$ cat config.mk
export PLATFORM = sky130hd
export DESIGN_NAME = i2c_cmd_sequencer
export DESIGN_NICKNAME = d
export VERILOG_FILES = /design/src/rtl/i2c_seq_pkg.sv /design/src/rtl/i2c_cmd_fifo.sv /design/src/rtl/i2c_cmd_sequencer.sv
export SDC_FILE = /design/constraint.sdc
export NUM_CORES = 1
export LEC_CHECK = 0
export BUFFER_PORTS_ARGS = -buffer_cell sky130_fd_sc_hd__buf_2
export CORE_AREA = 2 2 140 87
export DETAILED_ROUTE_END_ITERATION = 6
export DIE_AREA = 0 0 142 89
export GPL_TIMING_DRIVEN = 1
export PLACE_DENSITY = 0.65
export SYNTH_ARGS = -nofsm -noshare
export SYNTH_HDL_FRONTEND = slang
export SYNTH_HIERARCHICAL = 1
export SYNTH_SLANG_ARGS = --single-unit
$ cat constraint.sdc
create_clock -name clk -period 6.41 [get_ports clk]
set_input_delay 0.641 -clock clk [delete_from_list [all_inputs] [get_ports clk]]
set_output_delay 0.641 -clock clk [all_outputs]
set_load 0.01 [all_outputs]
$ cat src/rtl/i2c_seq_pkg.sv
// Shared types for the I2C command sequencer: FSM states, command and response payloads.
package i2c_seq_pkg;

    typedef enum logic [2:0] {
        IDLE      = 3'd0,
        ISSUE     = 3'd1,
        WAIT_DONE = 3'd2,
        CAPTURE   = 3'd3,
        RESP      = 3'd4
    } seq_state_t;

    typedef struct packed {
        logic       rw;
        logic [6:0] addr;
        logic [7:0] wdata;
    } i2c_cmd_t;

    typedef struct packed {
        logic [7:0] rdata;
        logic       nack;
        logic       timeout;
        logic [1:0] retries;
    } i2c_rsp_t;

endpackage

$ cat src/rtl/i2c_cmd_fifo.sv
// Synchronous command FIFO with occupancy output; DEPTH must be a power of two.
module i2c_cmd_fifo
    import i2c_seq_pkg::*;
#(
    parameter int unsigned DEPTH = 4
) (
    input  logic                     clk,
    input  logic                     rst,
    input  logic                     push,
    input  logic                     pop,
    input  i2c_cmd_t                 wdata,
    output i2c_cmd_t                 rdata,
    output logic [$clog2(DEPTH):0]   level,
    output logic                     full,
    output logic                     empty
);

    localparam int unsigned PTR_W = $clog2(DEPTH);
    localparam int unsigned LVL_W = PTR_W + 1;

    i2c_cmd_t               mem [DEPTH];
    logic [PTR_W-1:0]       wr_ptr;
    logic [PTR_W-1:0]       rd_ptr;

    assign full  = (level == LVL_W'(DEPTH));
    assign empty = (level == '0);
    assign rdata = mem[rd_ptr];

    // Pointers wrap naturally because DEPTH is a power of two.
    always_ff @(posedge clk or posedge rst) begin
        if (rst) begin
            wr_ptr <= '0;
            rd_ptr <= '0;
            level  <= '0;
        end else begin
            if (push && !full) begin
                wr_ptr <= wr_ptr + PTR_W'(1);
            end
            if (pop && !empty) begin
                rd_ptr <= rd_ptr + PTR_W'(1);
            end
            case ({push && !full, pop && !empty})
                2'b10:   level <= level + LVL_W'(1);
                2'b01:   level <= level - LVL_W'(1);
                default: level <= level;
            endcase
        end
    end

    always_ff @(posedge clk) begin
        if (push && !full) begin
            mem[wr_ptr] <= wdata;
        end
    end

endmodule

$ cat src/rtl/i2c_cmd_sequencer.sv
// Queues I2C byte commands and drives them one at a time into the single-byte master.
// Optional NACK retry is enabled with the macro I2C_SEQ_RETRY_EN.
module i2c_cmd_sequencer
    import i2c_seq_pkg::*;
#(
    parameter int unsigned DEPTH     = 4,
    parameter int unsigned TIMEOUT   = 100000,
    parameter int unsigned MAX_RETRY = 2
) (
    input  logic                   clk,
    input  logic                   rst,
    input  logic                   cmd_valid,
    output logic                   cmd_ready,
    input  logic                   cmd_rw,
    input  logic [6:0]             cmd_addr,
    input  logic [7:0]             cmd_wdata,
    output logic                   rsp_valid,
    input  logic                   rsp_ready,
    output logic [7:0]             rsp_rdata,
    output logic                   rsp_nack,
    output logic                   rsp_timeout,
    output logic [1:0]             rsp_retries,
    output logic [$clog2(DEPTH):0] fifo_level,
    output logic                   idle,
    output logic                   m_start,
    output logic [6:0]             m_addr,
    output logic [7:0]             m_data_in,
    output logic                   m_rw,
    input  logic [7:0]             m_data_out,
    input  logic                   m_ack_error,
    input  logic                   m_busy
);

    localparam int unsigned LVL_W = $clog2(DEPTH) + 1;
    localparam int unsigned TMR_W = $clog2(TIMEOUT + 1);
    localparam logic [TMR_W-1:0] TMR_MAX = TMR_W'(TIMEOUT);
`ifdef I2C_SEQ_RETRY_EN
    localparam logic [1:0] RETRY_LIMIT = 2'(MAX_RETRY);
`else
    // Retries compiled out: a zero limit keeps the counter at 0.
    localparam logic [1:0] RETRY_LIMIT = 2'(MAX_RETRY) & 2'b00;
`endif

    seq_state_t         state, state_n;
    logic [TMR_W-1:0]   timer, timer_n;
    logic [1:0]         retry_cnt, retry_cnt_n;
    logic               busy_meta, busy_s;
    logic               push, pop, fifo_full, fifo_empty;
    i2c_cmd_t           head, cmd_in;
    i2c_rsp_t           rsp_q, rsp_n;
    logic               rsp_valid_n, m_start_n, m_rw_n, idle_n;
    logic [6:0]         m_addr_n;
    logic [7:0]         m_data_in_n;
    logic [LVL_W-1:0]   level_n;

    assign cmd_ready   = !fifo_full;
    assign push        = cmd_valid && cmd_ready;
    assign cmd_in      = '{rw: cmd_rw, addr: cmd_addr, wdata: cmd_wdata};
    assign rsp_rdata   = rsp_q.rdata;
    assign rsp_nack    = rsp_q.nack;
    assign rsp_timeout = rsp_q.timeout;
    assign rsp_retries = rsp_q.retries;

    i2c_cmd_fifo #(.DEPTH(DEPTH)) u_fifo (
        .clk   (clk),
        .rst   (rst),
        .push  (push),
        .pop   (pop),
        .wdata (cmd_in),
        .rdata (head),
        .level (fifo_level),
        .full  (fifo_full),
        .empty (fifo_empty)
    );

    // Synchroniser resets to "busy" so nothing issues until the master is seen idle.
    always_ff @(posedge clk or posedge rst) begin
        if (rst) begin
            busy_meta <= 1'b1;
            busy_s    <= 1'b1;
        end else begin
            busy_meta <= m_busy;
            busy_s    <= busy_meta;
        end
    end

    always_ff @(posedge clk or posedge rst) begin
        if (rst) begin
            state     <= IDLE;
            timer     <= '0;
            retry_cnt <= '0;
            rsp_q     <= '0;
            rsp_valid <= 1'b0;
            m_start   <= 1'b0;
            m_addr    <= '0;
            m_data_in <= '0;
            m_rw      <= 1'b0;
            idle      <= 1'b1;
        end else begin
            state     <= state_n;
            timer     <= timer_n;
            retry_cnt <= retry_cnt_n;
            rsp_q     <= rsp_n;
            rsp_valid <= rsp_valid_n;
            m_start   <= m_start_n;
            m_addr    <= m_addr_n;
            m_data_in <= m_data_in_n;
            m_rw      <= m_rw_n;
            idle      <= idle_n;
        end
    end

    always_comb begin
        state_n     = state;
        timer_n     = timer;
        retry_cnt_n = retry_cnt;
        rsp_n       = rsp_q;
        rsp_valid_n = rsp_valid;
        m_start_n   = m_start;
        m_addr_n    = m_addr;
        m_data_in_n = m_data_in;
        m_rw_n      = m_rw;
        pop         = 1'b0;

        case (state)
            IDLE: begin
                retry_cnt_n = '0;
                if (!fifo_empty && !busy_s && !rsp_valid) begin
                    pop         = 1'b1;
                    m_addr_n    = head.addr;
                    m_data_in_n = head.wdata;
                    m_rw_n      = head.rw;
                    m_start_n   = 1'b1;
                    timer_n     = '0;
                    state_n     = ISSUE;
                end
            end
            ISSUE: begin
                if (busy_s) begin
                    m_start_n = 1'b0;
                    timer_n   = '0;
                    state_n   = WAIT_DONE;
                end else if (timer >= TMR_MAX) begin
                    m_start_n   = 1'b0;
                    rsp_n       = '{rdata: 8'h00, nack: 1'b0, timeout: 1'b1, retries: retry_cnt};
                    rsp_valid_n = 1'b1;
                    state_n     = RESP;
                end else begin
                    timer_n = timer + TMR_W'(1);
                end
            end
            WAIT_DONE: begin
                if (!busy_s) begin
                    state_n = CAPTURE;
                end else if (timer >= TMR_MAX) begin
                    rsp_n       = '{rdata: 8'h00, nack: 1'b0, timeout: 1'b1, retries: retry_cnt};
                    rsp_valid_n = 1'b1;
                    state_n     = RESP;
                end else begin
                    timer_n = timer + TMR_W'(1);
                end
            end
            CAPTURE: begin
                if (m_ack_error && (retry_cnt < RETRY_LIMIT)) begin
                    retry_cnt_n = retry_cnt + 2'd1;
                    m_start_n   = 1'b1;
                    timer_n     = '0;
                    state_n     = ISSUE;
                end else begin
                    rsp_n       = '{rdata:   m_rw ? m_data_out : 8'h00,
                                    nack:    m_ack_error,
                                    timeout: 1'b0,
                                    retries: retry_cnt};
                    rsp_valid_n = 1'b1;
                    state_n     = RESP;
                end
            end
            RESP: begin
                if (rsp_ready) begin
                    rsp_valid_n = 1'b0;
                    state_n     = IDLE;
                end
            end
            default: state_n = IDLE;
        endcase

        // Registered idle uses next-cycle occupancy so it lines up with fifo_level.
        level_n = fifo_level + LVL_W'(push) - LVL_W'(pop);
        idle_n  = (level_n == '0) && (state_n == IDLE) && !rsp_valid_n;
    end

endmodule
==> run summary, run 1 <==
The number of detailed-routing iterations run before antenna repair is 5, and the register bit count reported by yosys is 122. The worst setup path is captured at a flop. The slowest stage of the critical path is the or3_1 cell.

The pin count of the biggest net entering global routing is 39, and the number of global-route vias before repair is 3200. The final critical-path setup slack was 2.501 ns. Kind of start point of the critical path: a flop.

The worst register-to-register path has a depth of 12. CTS built an H-tree with a depth of 4. The tool flagged a number of max-cap violations equal to 0.

The flow ran to the end, and the final reports show no timing, DRC or antenna violations. The most used flip-flop cell after synthesis is edfxtp_1. For the die outline area, the log shows 12640 µm². The timing-limited maximum frequency was 255.8 MHz.

The share of cells above drive strength 1 came out at 0.2445. TritonCTS built the clock tree. The detailed-route DRC error count is 0.

The tools report the root buffer selected by CTS as clkbuf_16. For this design the static power due to leakage is 2.570 nW. Routed length on met3: 643 µm. The portion of total power attributed to combinational logic came out at 0.259. The final worst-path cycle share is 0.6098. Number of instances resized during post-cts repair: 0. In the layout the commonest cells are edfxtp_1 (64), buf_2 (62), nand2_1 (59).

The initial standard-cell utilization of the core is 0.4677, and the overall global routing resource usage is 0.1836. Setup violations remaining at the end of the flow were counted as 0. The worst path arrival time is 4.23 ns, and the switching portion of total power is 0.3189. For the gate count after technology mapping, the log shows 382. The clock share of power was 0.313. Share of the yosys chip area belonging to registers: 0.6434.

For the worst hold margin, the log shows 0.1786 ns. The routed design has 10150 µm of wire. Including well taps, the total number of placed cells is 570. The buffer levels on the longest clock path was 2; the total power consumption of the routed design was 2.869 mW. The type of the setup path with the least slack is flop to flop. The floorplan has 30 rows. The top fanout value on the critical path works out to 18.

Average cell area after synthesis: 13.74 µm². Routability congestion estimate from global placement: 0.8010. After the first detailed-routing iteration, the DRC count stood at 235.

For the headroom to the max-slew limit, the log shows 0.3003. The number of buffers created by CTS was 17. The first global-routing pass estimated 16970 µm of wire. For this design, the sink count on the clock tree is 122. The core region area came out at 11220 µm². The tools report the number of setup buffers added after CTS as 0.

The sequential share of power is 0.428. Prior to clock tree synthesis, the placed netlist has a worst setup slack of 2.516 ns. In the final routing, the length of wire on met1 measures 5082 µm. The leading cell type in the layout, fill and taps excluded is edfxtp_1. The tools report the number of pins exceeding their max-slew limit in the final report as 0.

Across all layers, the routed design uses 3229 vias. The routed design uses 4246 µm of met2 wire. Power spread over the standard cell area amounts to 462.8 nW/µm². The worst hold path belongs to the class input port to async pin. The worst-case IR drop observed on VDD is 228.2 µV.

The count of nets left with antenna violations once routing finished came out at 0. At the worst endpoint, the required time is 6.73 ns. 65 I/O pins were placed. The die width was 142 µm; the number of synthesized flops with an enable pin was 64. Measured along the y axis, the die boundary spans 89 µm. Count of warnings emitted by yosys: 6.

Mean number of vias per cell: 5.364. For the aggregate global routing overflow, the log shows 0. The fraction of registers with async set or reset after synthesis is 0.4754.

For the non-filler instance count after layout, the log shows 602. The clock transition at the register clock pins on the worst setup and hold paths after CTS is 0.05 ns, and the design internal power is 1.954 mW. The average wire length per cell after detail routing is 16.87 µm, and the total number of nets in the final design is 486. Setup total negative slack on the finished layout was measured at 0 ns. The highest metal layer carrying signal wires in the routed design is met4.

The HPWL after detailed placement is 6701 µm. The tools report the count of hold-fix buffers inserted at cts as 0. Post-synthesis instance area: 5249 µm².

The netlist uses 59 different library cells. The later pin in the worst-skew pair is clocked with a latency of 0.42 ns. The worst path in the final design needs a cycle of 3.909 ns, including I/O delays and setup. The tools report the initial antenna violation count as 0. Setup repair after global routing left no endpoint under its margin. Port buffering added 62 buffers. At the pin with the least slew margin, the transition time is 1.050 ns. Traced cell by cell, the critical path runs through nor3_1, or3_1, or3_1, inv_2, ha_1, inv_1, ha_1, fa_1, xnor2_1, xnor2_1, or4_1, nor4_1. On the final layout, the worst clock skew is 0.01207 ns. 0 antenna diodes ended up in the layout. The area growth from synthesis to final layout is 18.09%, and the switching power is 0.9147 mW. The critical path's largest stage delay was 0.57 ns. The run gives 0 as the final hold violation count.
-- sequential cells by signal, indices dropped and copies added, names as in the netlist, 2 cells and up --
| name | cells |
|---|---|
| u_fifo/mem | 64 |
| m_addr | 7 |
| timer | 17 |
| u_fifo/wr_ptr | 2 |
| state | 3 |
| m_data_in | 8 |
| u_fifo/rd_ptr | 2 |
| rsp_rdata | 8 |
| u_fifo/level | 3 |
-- through the flow --
stage                 util  instance area [µm²]
detailed placement  0.5023                 5638
CTS                 0.5523                 6198
global placement    0.5023                 5638
finish              0.5523                 6198
global route        0.5523                 6198
floorplan                -                 5253
-- path summary, 6_finish.rpt --
kind	startpoint	to	slack, ns
min in group clk	m_busy	busy_meta$_DFF_PP1_	0.32
max reg2reg	u_fifo/level[0]$_DFFE_PP0P_	idle$_DFF_PP1_	2.50
min reg2reg	busy_meta$_DFF_PP1_	busy_s$_DFF_PP1_	0.37
min	rst	u_fifo/level[1]$_DFFE_PP0P_	0.18
max in group asynchronous	rst	busy_meta$_DFF_PP1_	5.41
max	u_fifo/level[0]$_DFFE_PP0P_	idle$_DFF_PP1_	2.50
-- synthesized netlist by cell type, types with 2 or more instances --
cell type / n / area (µm²)
buf_2: 5 / 25.02
dfrtp_1: 55 / 1376
edfxtp_1: 64 / 1922
nor3_1: 5 / 25.02
a21oi_1: 9 / 45.04
xnor2_1: 13 / 113.9
buf_1: 2 / 7.510
o31ai_1: 5 / 37.54
nand4_1: 3 / 18.77
mux2i_1: 2 / 20.02
a211oi_1: 3 / 22.52
ha_1: 9 / 112.6
o21ai_1: 4 / 20.02
clkbuf_1: 9 / 33.78
buf_4: 2 / 15.01
xor2_1: 3 / 26.28
and2_1: 8 / 50.05
or4_1: 6 / 45.04
a22o_1: 9 / 78.83
nand2_1: 59 / 221.5
mux4_2: 8 / 180.2
mux4_1: 8 / 210.2
o21ai_0: 3 / 15.01
a2111oi_0: 4 / 35.03
a31oi_1: 3 / 18.77
fa_1: 2 / 40.04
or3_1: 5 / 31.28
nand3_1: 6 / 30.03
nor2_1: 17 / 63.81
dfstp_2: 3 / 78.83
inv_1: 20 / 75.07
-- layout make-up --
class / count / area (µm²)
Clock buffer: 19 / 432.9
Clock inverter: 13 / 127.6
Fill cell: 920 / 5025
Inverter: 21 / 78.83
Multi-Input combinational cell: 220 / 1684
Sequential cell: 122 / 3377
Tap cell: 144 / 180.2
Timing Repair Buffer: 63 / 317.8
-- layer usage --
metal,track usage,up-vias
met4,0.07000,0
met1,0.2634,1588
li1,-,1516
met5,0,-
met2,0.2547,109
met3,0.07017,16
-- power groups by stage --
stage          registers (mW)  clock network, mW  logic (mW)
6_report                 1.23              0.897       0.744
5_1_grt                  1.26              0.954       0.840
4_1_cts                  1.23              0.913       0.755
3_5_place_dp             1.24                  0       0.748
3_3_place_gp             1.23                  0       0.739
2_1_floorplan            1.18                  0       0.571
-- critical path: cells and delay by family, from the launching register on --
kind,cells,cell delay (ns)
and+or+nand+nor,5,1.74
adders and majority gates,3,0.93
DFF,1,0.47
buffers and inverters,2,0.36
xor gates and xnor gates,2,0.32
-- cell families after synthesis --
group,share of synthesized area
and+or+nand+nor,0.1168
DFF,0.6434
AOI/OAI and AO/OA,0.06651
buffers and inverters,0.03647
muxes,0.08033
xor gates and xnor gates,0.02670
adders and majority gates,0.02908
other,0.0007145
(Power assumes the default switching activity.)
==> inputs of run 2 (changes only) <==
Settings changed: PLACE_DENSITY 0.65 to 0.68.
Clock period 6.41 ns to 3.3 ns, I/O delays scaled along.
==> run summary, run 2 (same netlist as run 1, synthesis figures left out) <==
The worst path arrival time was 3.38 ns (was 4.23 ns); the die span in y was 89 µm (unchanged). Final worst-path cycle share: 0.9309 (was 0.6098). The layout filler cell count came out at 908 (was 920).

The tools report the number of global-route vias before repair as 3131 (was 3200). The H-tree depth reported by CTS was 4 (unchanged). The type of the setup path with the least slack is flop to flop (unchanged). Insertion delay to the later sink of the worst-skew pair: 0.42 ns (about the same). The top fanout value on the critical path is 7 (was 18), and the total routed wirelength is 10420 µm (was 10150 µm).

For the core region area, the log shows 11220 µm² (unchanged). Clock transition at the register clock pins on the worst setup and hold paths after CTS: 0.06 ns (was 0.05 ns). The number of placement rows came out at 30 (unchanged). Number of buffers created by CTS: 17 (unchanged). The initial antenna violation count came out at 0 (unchanged). TritonCTS built the clock tree. Required time at the worst-slack endpoint: 3.60 ns (was 6.73 ns). The path category of the worst min-delay check was input port to flop (was input port to async pin).

The tools report the number of pins exceeding their max-slew limit in the final report as 0 (unchanged). The logs give 0 (unchanged) for the count of antenna diodes in the layout and 2.627 nW (was 2.570 nW) for the static leakage power. For the aggregate global routing overflow, the log shows 0 (unchanged). For the detailed-route DRC error count, the log shows 0 (unchanged). The average wire length per cell after detail routing was 17.06 µm (was 16.87 µm); the number of buffers added on ports was 62 (unchanged).

The run gives 6294 µm² (was 6198 µm²) as the final standard cell area without fillers. The final critical delay including setup and external delays came out at 3.072 ns (was 3.909 ns). Leading cell types in the layout, fill and taps excluded: edfxtp_1 (64), buf_2 (62), nand2_1 (59) (unchanged). The flip-flop count of the largest register after layout is 64 (unchanged). The setup total negative slack is 0 ns (unchanged), and the slew at the pin closest to its max-slew limit is 0.9705 ns (was 1.050 ns). The estimated wirelength of the detail-placed design is 6787 µm (was 6701 µm).

The logs give 0.1820 (was 0.1836) for the overall global routing resource usage and 0.3530 (was 0.3003) for the headroom to the max-slew limit. Largest registers in the final layout: u_fifo/mem: 64 flops, timer: 17 flops (unchanged). The tools report the buffer levels on the longest clock path as 2 (unchanged). The number of detailed-routing iterations run before antenna repair came out at 6 (was 5). The timing-limited maximum frequency came out at 325.5 MHz (was 255.8 MHz). The tools report the root buffer selected by CTS as clkbuf_16 (unchanged). Setup repair after global routing left no endpoint under its margin.

The logs give 0.009390 ns (was 0.01207 ns) for the final worst clock skew and 441.4 µV (was 228.2 µV) for the peak ir drop on the vdd network. The total I/O pin count was 65 (unchanged). The run gives 0.4677 (unchanged) as the initial standard-cell utilization of the core.

Share of cells above drive strength 1: 0.2698 (was 0.2445). The run gives 12640 µm² (unchanged) as the die outline area. Mean number of vias per cell: 5.282 (was 5.364).

The standard cell area after detailed placement is 5702 µm² (was 5638 µm²), and the total power per unit cell area is 901.4 nW/µm² (was 462.8 nW/µm²). The leading cell type in the layout, fill and taps excluded is edfxtp_1 (unchanged). The tools report the final antenna-violating net count as 0 (unchanged). The total of max-cap violations came out at 0 (unchanged). The count of routing violations after the opening detailed-route iteration is 287 (was 235), and the die width is 142 µm (unchanged). Type of element capturing the critical path: a flop (unchanged). Routability congestion estimate from global placement: 0.8330 (was 0.8010). The tools report the kind of start point of the critical path as a flop (unchanged).

The area growth from synthesis to final layout is 19.90% (was 18.09%), and the total number of nets in the final design is 495 (was 486). The final number of setup-violating endpoints is 0 (unchanged). Top register by number of flip-flops: u_fifo/mem (unchanged). For the global-route wire length before repair, the log shows 16940 µm (was 16970 µm).

The tools report the count of clock tree sinks as 122 (unchanged). The run finished with clean final reports. The final hold violation count is 0 (unchanged), and the pin count of the biggest net entering global routing is 38 (was 39).

The tools report the vias after detailed routing as 3227 (was 3229).
-- run 2: cell types whose count changed in the layout (fill, tap and decap cells not counted), moves of 2 or more --
cell / delta
buf_4: +8
clkinv_1: -2
clkinv_4: +3
clkinvlp_4: -2
dfrtp_1: -3
dfrtp_2: +3
inv_6: +2
-- run 2: final timing paths --
kind	startpoint	cells after the start	endpoint	slack (ns)
min in group asynchronous	rst	3	u_fifo/rd_ptr[1]$_DFFE_PP0P_	0.41
setup / recovery	u_fifo/level[0]$_DFFE_PP0P_	12	idle$_DFF_PP1_	0.23
max in group asynchronous	rst	4	timer[7]$_DFFE_PP0P_	1.93
hold / removal	m_busy	1	busy_meta$_DFF_PP1_	0.02
hold reg to reg	busy_meta$_DFF_PP1_	0	busy_s$_DFF_PP1_	0.36
setup reg to reg	u_fifo/level[0]$_DFFE_PP0P_	12	idle$_DFF_PP1_	0.23
-- run 2: per-stage QoR --
stage / util / worst slack, ns / hold slack, ns / cells / total power [mW]
2_1_floorplan: - / 0.009609 / 0.1332 / 383 / 3.413
3_3_place_gp: 0.5080 / 0.3825 / 0.2971 / 578 / 3.840
3_5_place_dp: 0.5080 / 0.2350 / 0.3035 / 578 / 3.904
4_1_cts: 0.5603 / 0.1914 / 0.009472 / 611 / 5.718
5_1_grt: 0.5608 / 0.05130 / 0.003049 / 611 / 6.011
6_report: 0.5608 / 0.2280 / 0.02458 / 611 / 5.673
-- run 2: worst max-delay path, cell delays in order (launching register included) --
cell	delay (ns)
dfrtp_2	0.45
nor3_2	0.09
or3_1	0.33
or3_1	0.40
inv_2	0.08
ha_1	0.12
inv_1	0.04
ha_1	0.18
fa_1	0.38
xnor2_1	0.15
xnor2_1	0.12
or4_1	0.40
nor4_1	0.24
-- run 2: layout make-up --
class | count | area, µm² | area share
Sequential cell | 122 | 3381 | 0.5372
Multi-Input combinational cell | 220 | 1689 | 0.2684
Clock buffer | 19 | 432.9 | 0.06879
Timing Repair Buffer | 72 | 387.9 | 0.06163
Tap cell | 144 | 180.2 | 0.02863
Clock inverter | 13 | 143.9 | 0.02286
Inverter | 21 | 78.83 | 0.01252
-- run 2: power by group --
group	switching (mW)	leakage, nW	internal [mW]
clock network	0.684	0.272	1.12
registers	0.337	1.33	2.03
logic	0.801	1.03	0.706
total	1.82	2.63	3.85
-- run 2: per-layer routing --
| metal | part of all wire | wire length [µm] | track usage | vias to the layer above |
|---|---|---|---|---|
| met5 | 0 | 0 | 0 | - |
| met4 | 0.010 | 108 | 0.06545 | 0 |
| met3 | 0.052 | 542 | 0.05570 | 10 |
| met2 | 0.44 | 4570 | 0.2604 | 82 |
| met1 | 0.50 | 5199 | 0.2657 | 1596 |
| li1 | - | - | - | 1539 |
-- run 2: what timing repair did --
action | CTS | global route
hold buffers | 1 | 0
endpoints found under the setup margin | 0 | 1
gates resized for setup | 0 | 1
hold endpoints to repair | 7 | 0
buffers inserted | 0 | 0
==> inputs of run 3 (changes only) <==
Settings changed: PLACE_DENSITY 0.68 to default, PLACE_DENSITY_LB_ADDON from default to 0.1.
==> run summary, run 3 (same netlist as run 1, synthesis figures left out) <==
The run gives 3.35 ns (was 3.38 ns) as the worst path arrival time. Largest registers in the final layout: u_fifo/mem: 64 flops, timer: 17 flops (unchanged). Slowest cell on the critical path: dfrtp_2 (unchanged). The run gives 0 (unchanged) as the number of setup buffers added after CTS. The initial standard-cell utilization of the core was 0.4677 (unchanged).

The number of buffers added on ports works out to 62 (unchanged). The average wire length per cell after detail routing is 17.66 µm (was 17.06 µm). The number of detailed-routing iterations run before antenna repair was 5 (was 6). Leading cell types in the layout, fill and taps excluded: edfxtp_1 (64), buf_2 (62), nand2_1 (59) (unchanged).

Setup repair after global routing left no endpoint under its margin. The mean number of vias per cell is 5.308 (was 5.282). The tools report the number of pins exceeding their max-slew limit in the final report as 0 (unchanged).

The insertion delay to the later sink of the worst-skew pair is 0.41 ns (was 0.42 ns), and the H-tree depth reported by CTS is 4 (unchanged). The run gives 459.2 µV (was 441.4 µV) as the peak ir drop on the vdd network. The final number of setup-violating endpoints was 0 (unchanged); the area growth from synthesis to final layout was 21.24% (was 19.90%). Overall global routing resource usage: 0.1905 (was 0.1820). The slew at the pin closest to its max-slew limit was 0.8129 ns (was 0.9705 ns).

Kind of start point of the critical path: a flop (unchanged). The run gives 904 (was 908) as the layout filler cell count. The die width works out to 142 µm (unchanged).

The final worst-path cycle share was 0.9177 (was 0.9309). The final worst clock skew was 0.009812 ns (was 0.009390 ns). The worst path buffer plus inverter count is 2 (unchanged), and the top fanout value on the critical path is 7 (unchanged). The static leakage power is 2.669 nW (was 2.627 nW). The logs give 7079 µm (was 6787 µm) for the estimated wirelength of the detail-placed design and 0.2622 (was 0.2604) for the routing usage on met2.

The final antenna-violating net count was 0 (unchanged). The die outline area was 12640 µm² (unchanged). The tools report the detailed-route DRC error count as 0 (unchanged). Leading cell type in the layout, fill and taps excluded: edfxtp_1 (unchanged).

The share of cells above drive strength 1 is 0.2766 (was 0.2698). The tools report the total routed wirelength as 10840 µm (was 10420 µm). The tools report the count of clock tree sinks as 122 (unchanged). TritonCTS built the clock tree. The total I/O pin count is 65 (unchanged), and the global-route wire length before repair is 17710 µm (was 16940 µm). For the headroom to the max-slew limit, the log shows 0.4580 (was 0.3530).

Root buffer selected by CTS: clkbuf_16 (unchanged). The run gives 3259 (was 3227) as the vias after detailed routing. The tools report the count of routing violations after the opening detailed-route iteration as 326 (was 287). Type of element capturing the critical path: a flop (unchanged).

The flow ran to the end, and the final reports show no timing, DRC or antenna violations. The setup total negative slack is 0 ns (unchanged). The run gives 0 (unchanged) as the initial antenna violation count. The critical path's largest stage delay is 0.46 ns (was 0.45 ns). The total of max-cap violations was 0 (unchanged). The final hold violation count came out at 0 (unchanged).

The count of antenna diodes in the layout was 0 (unchanged); the met1 track demand over resource in global routing was 0.2942 (was 0.2657). The run gives 0.05570 (unchanged) as the met3 capacity usage during global routing. The pin count of the biggest net entering global routing was 35 (was 38). The required time at the worst-slack endpoint is 3.62 ns (was 3.60 ns). The family of cells with the greatest summed delay on the critical path was simple AND/OR/NAND/NOR gates (unchanged). Top register by number of flip-flops: u_fifo/mem (unchanged). The logs give 0.2714 ns (was 0.2280 ns) for the final critical-path setup slack and 330.2 MHz (was 325.5 MHz) for the timing-limited maximum frequency. Total power per unit cell area: 920.6 nW/µm² (was 901.4 nW/µm²). Type of the setup path with the least slack: flop to flop (unchanged). The core region area came out at 11220 µm² (unchanged). The number of global-route vias before repair was 3245 (was 3131). Cells along the critical path: nor3_2, or3_1, or3_1, inv_2, ha_1, inv_1, ha_1, fa_1, xnor2_1, xnor2_1, or4_1, nor4_2 (was nor3_2, or3_1, or3_1, inv_2, ha_1, inv_1, ha_1, fa_1, xnor2_1, xnor2_1, or4_1, nor4_1). The tools report the total number of nets in the final design as 498 (was 495). The final critical delay including setup and external delays is 3.029 ns (was 3.072 ns). Worst slack after detailed placement: 0.1880 ns (was 0.2350 ns). The number of placement rows came out at 30 (unchanged).

The most utilized layer in the global route result is met1 (unchanged). The die span in y is 89 µm (unchanged), and the routability congestion estimate from global placement is 0.7606 (was 0.8330). The run gives 0 (unchanged) as the aggregate global routing overflow. Path category of the worst min-delay check: input port to flop (unchanged).

The total power consumption of the routed design came out at 5.858 mW (was 5.673 mW). The number of buffers created by CTS is 17 (unchanged). The clock transition at the register clock pins on the worst setup and hold paths after CTS is 0.06 ns (about the same). The flip-flop count of the largest register after layout is 64 (unchanged), and the buffer levels on the longest clock path is 2 (unchanged).
-- run 3: metal layers --
metal / vias up / wire, µm
li1: 1531 / -
met1: 1634 / 5755
met2: 84 / 4419
met3: 10 / 562
met4: 0 / 104
met5: - / 0
-- run 3: through the flow --
stage / std cells / hold WS (ns) / utilization / area (µm²)
after detailed placement: 581 / 0.3172 / 0.5100 / 5724
after CTS: 614 / 0.01189 / 0.5660 / 6352
after floorplan: 383 / 0.1332 / - / 5256
after global placement: 581 / 0.2982 / 0.5100 / 5724
final: 614 / 0.02199 / 0.5670 / 6364
after global routing: 614 / 0.005982 / 0.5670 / 6364
-- run 3: worst reg2reg max path, cell delays in order, from the launching register on --
cell and delay, ns:
dfrtp_2 0.46, nor3_2 0.10, or3_1 0.35, or3_1 0.40, inv_2 0.07, ha_1 0.11
inv_1 0.04, ha_1 0.18, fa_1 0.39, xnor2_1 0.16, xnor2_1 0.13, or4_1 0.42
nor4_2 0.14
-- run 3: power by group --
group / total, mW / switching, mW / internal (mW)
clock network: 1.93 / 0.649 / 1.28
logic: 1.61 / 0.881 / 0.730
registers: 2.32 / 0.289 / 2.03
total: 5.86 / 1.82 / 4.04
-- run 3: path summary, 6_finish.rpt --
path,start,end,slack (ns),depth (start not counted)
max,u_fifo/level[0]$_DFFE_PP0P_,idle$_DFF_PP1_,0.27,12
min,m_busy,busy_meta$_DFF_PP1_,0.02,1
max reg2reg,u_fifo/level[0]$_DFFE_PP0P_,idle$_DFF_PP1_,0.27,12
min reg2reg,busy_meta$_DFF_PP1_,busy_s$_DFF_PP1_,0.39,0
max in group asynchronous,rst,busy_s$_DFF_PP1_,1.84,4
min in group asynchronous,rst,u_fifo/level[2]$_DFFE_PP0P_,0.44,3
-- run 3: cell type report --
type                            count  area (µm²)  area share
Clock buffer                       20       446.7     0.07019
Timing Repair Buffer               75       410.4     0.06449
Sequential cell                   122        3381      0.5313
Tap cell                          144       180.2     0.02831
Clock inverter                     12       171.4     0.02694
Multi-Input combinational cell    220        1695      0.2664
Inverter                           21       78.83     0.01239
-- run 3: repair_timing --
item / in CTS / in global routing
hold buffers: 1 / 0
endpoints found under the setup margin: 0 / 1
endpoints found under the hold margin: 7 / 0
resized for setup: 0 / 2
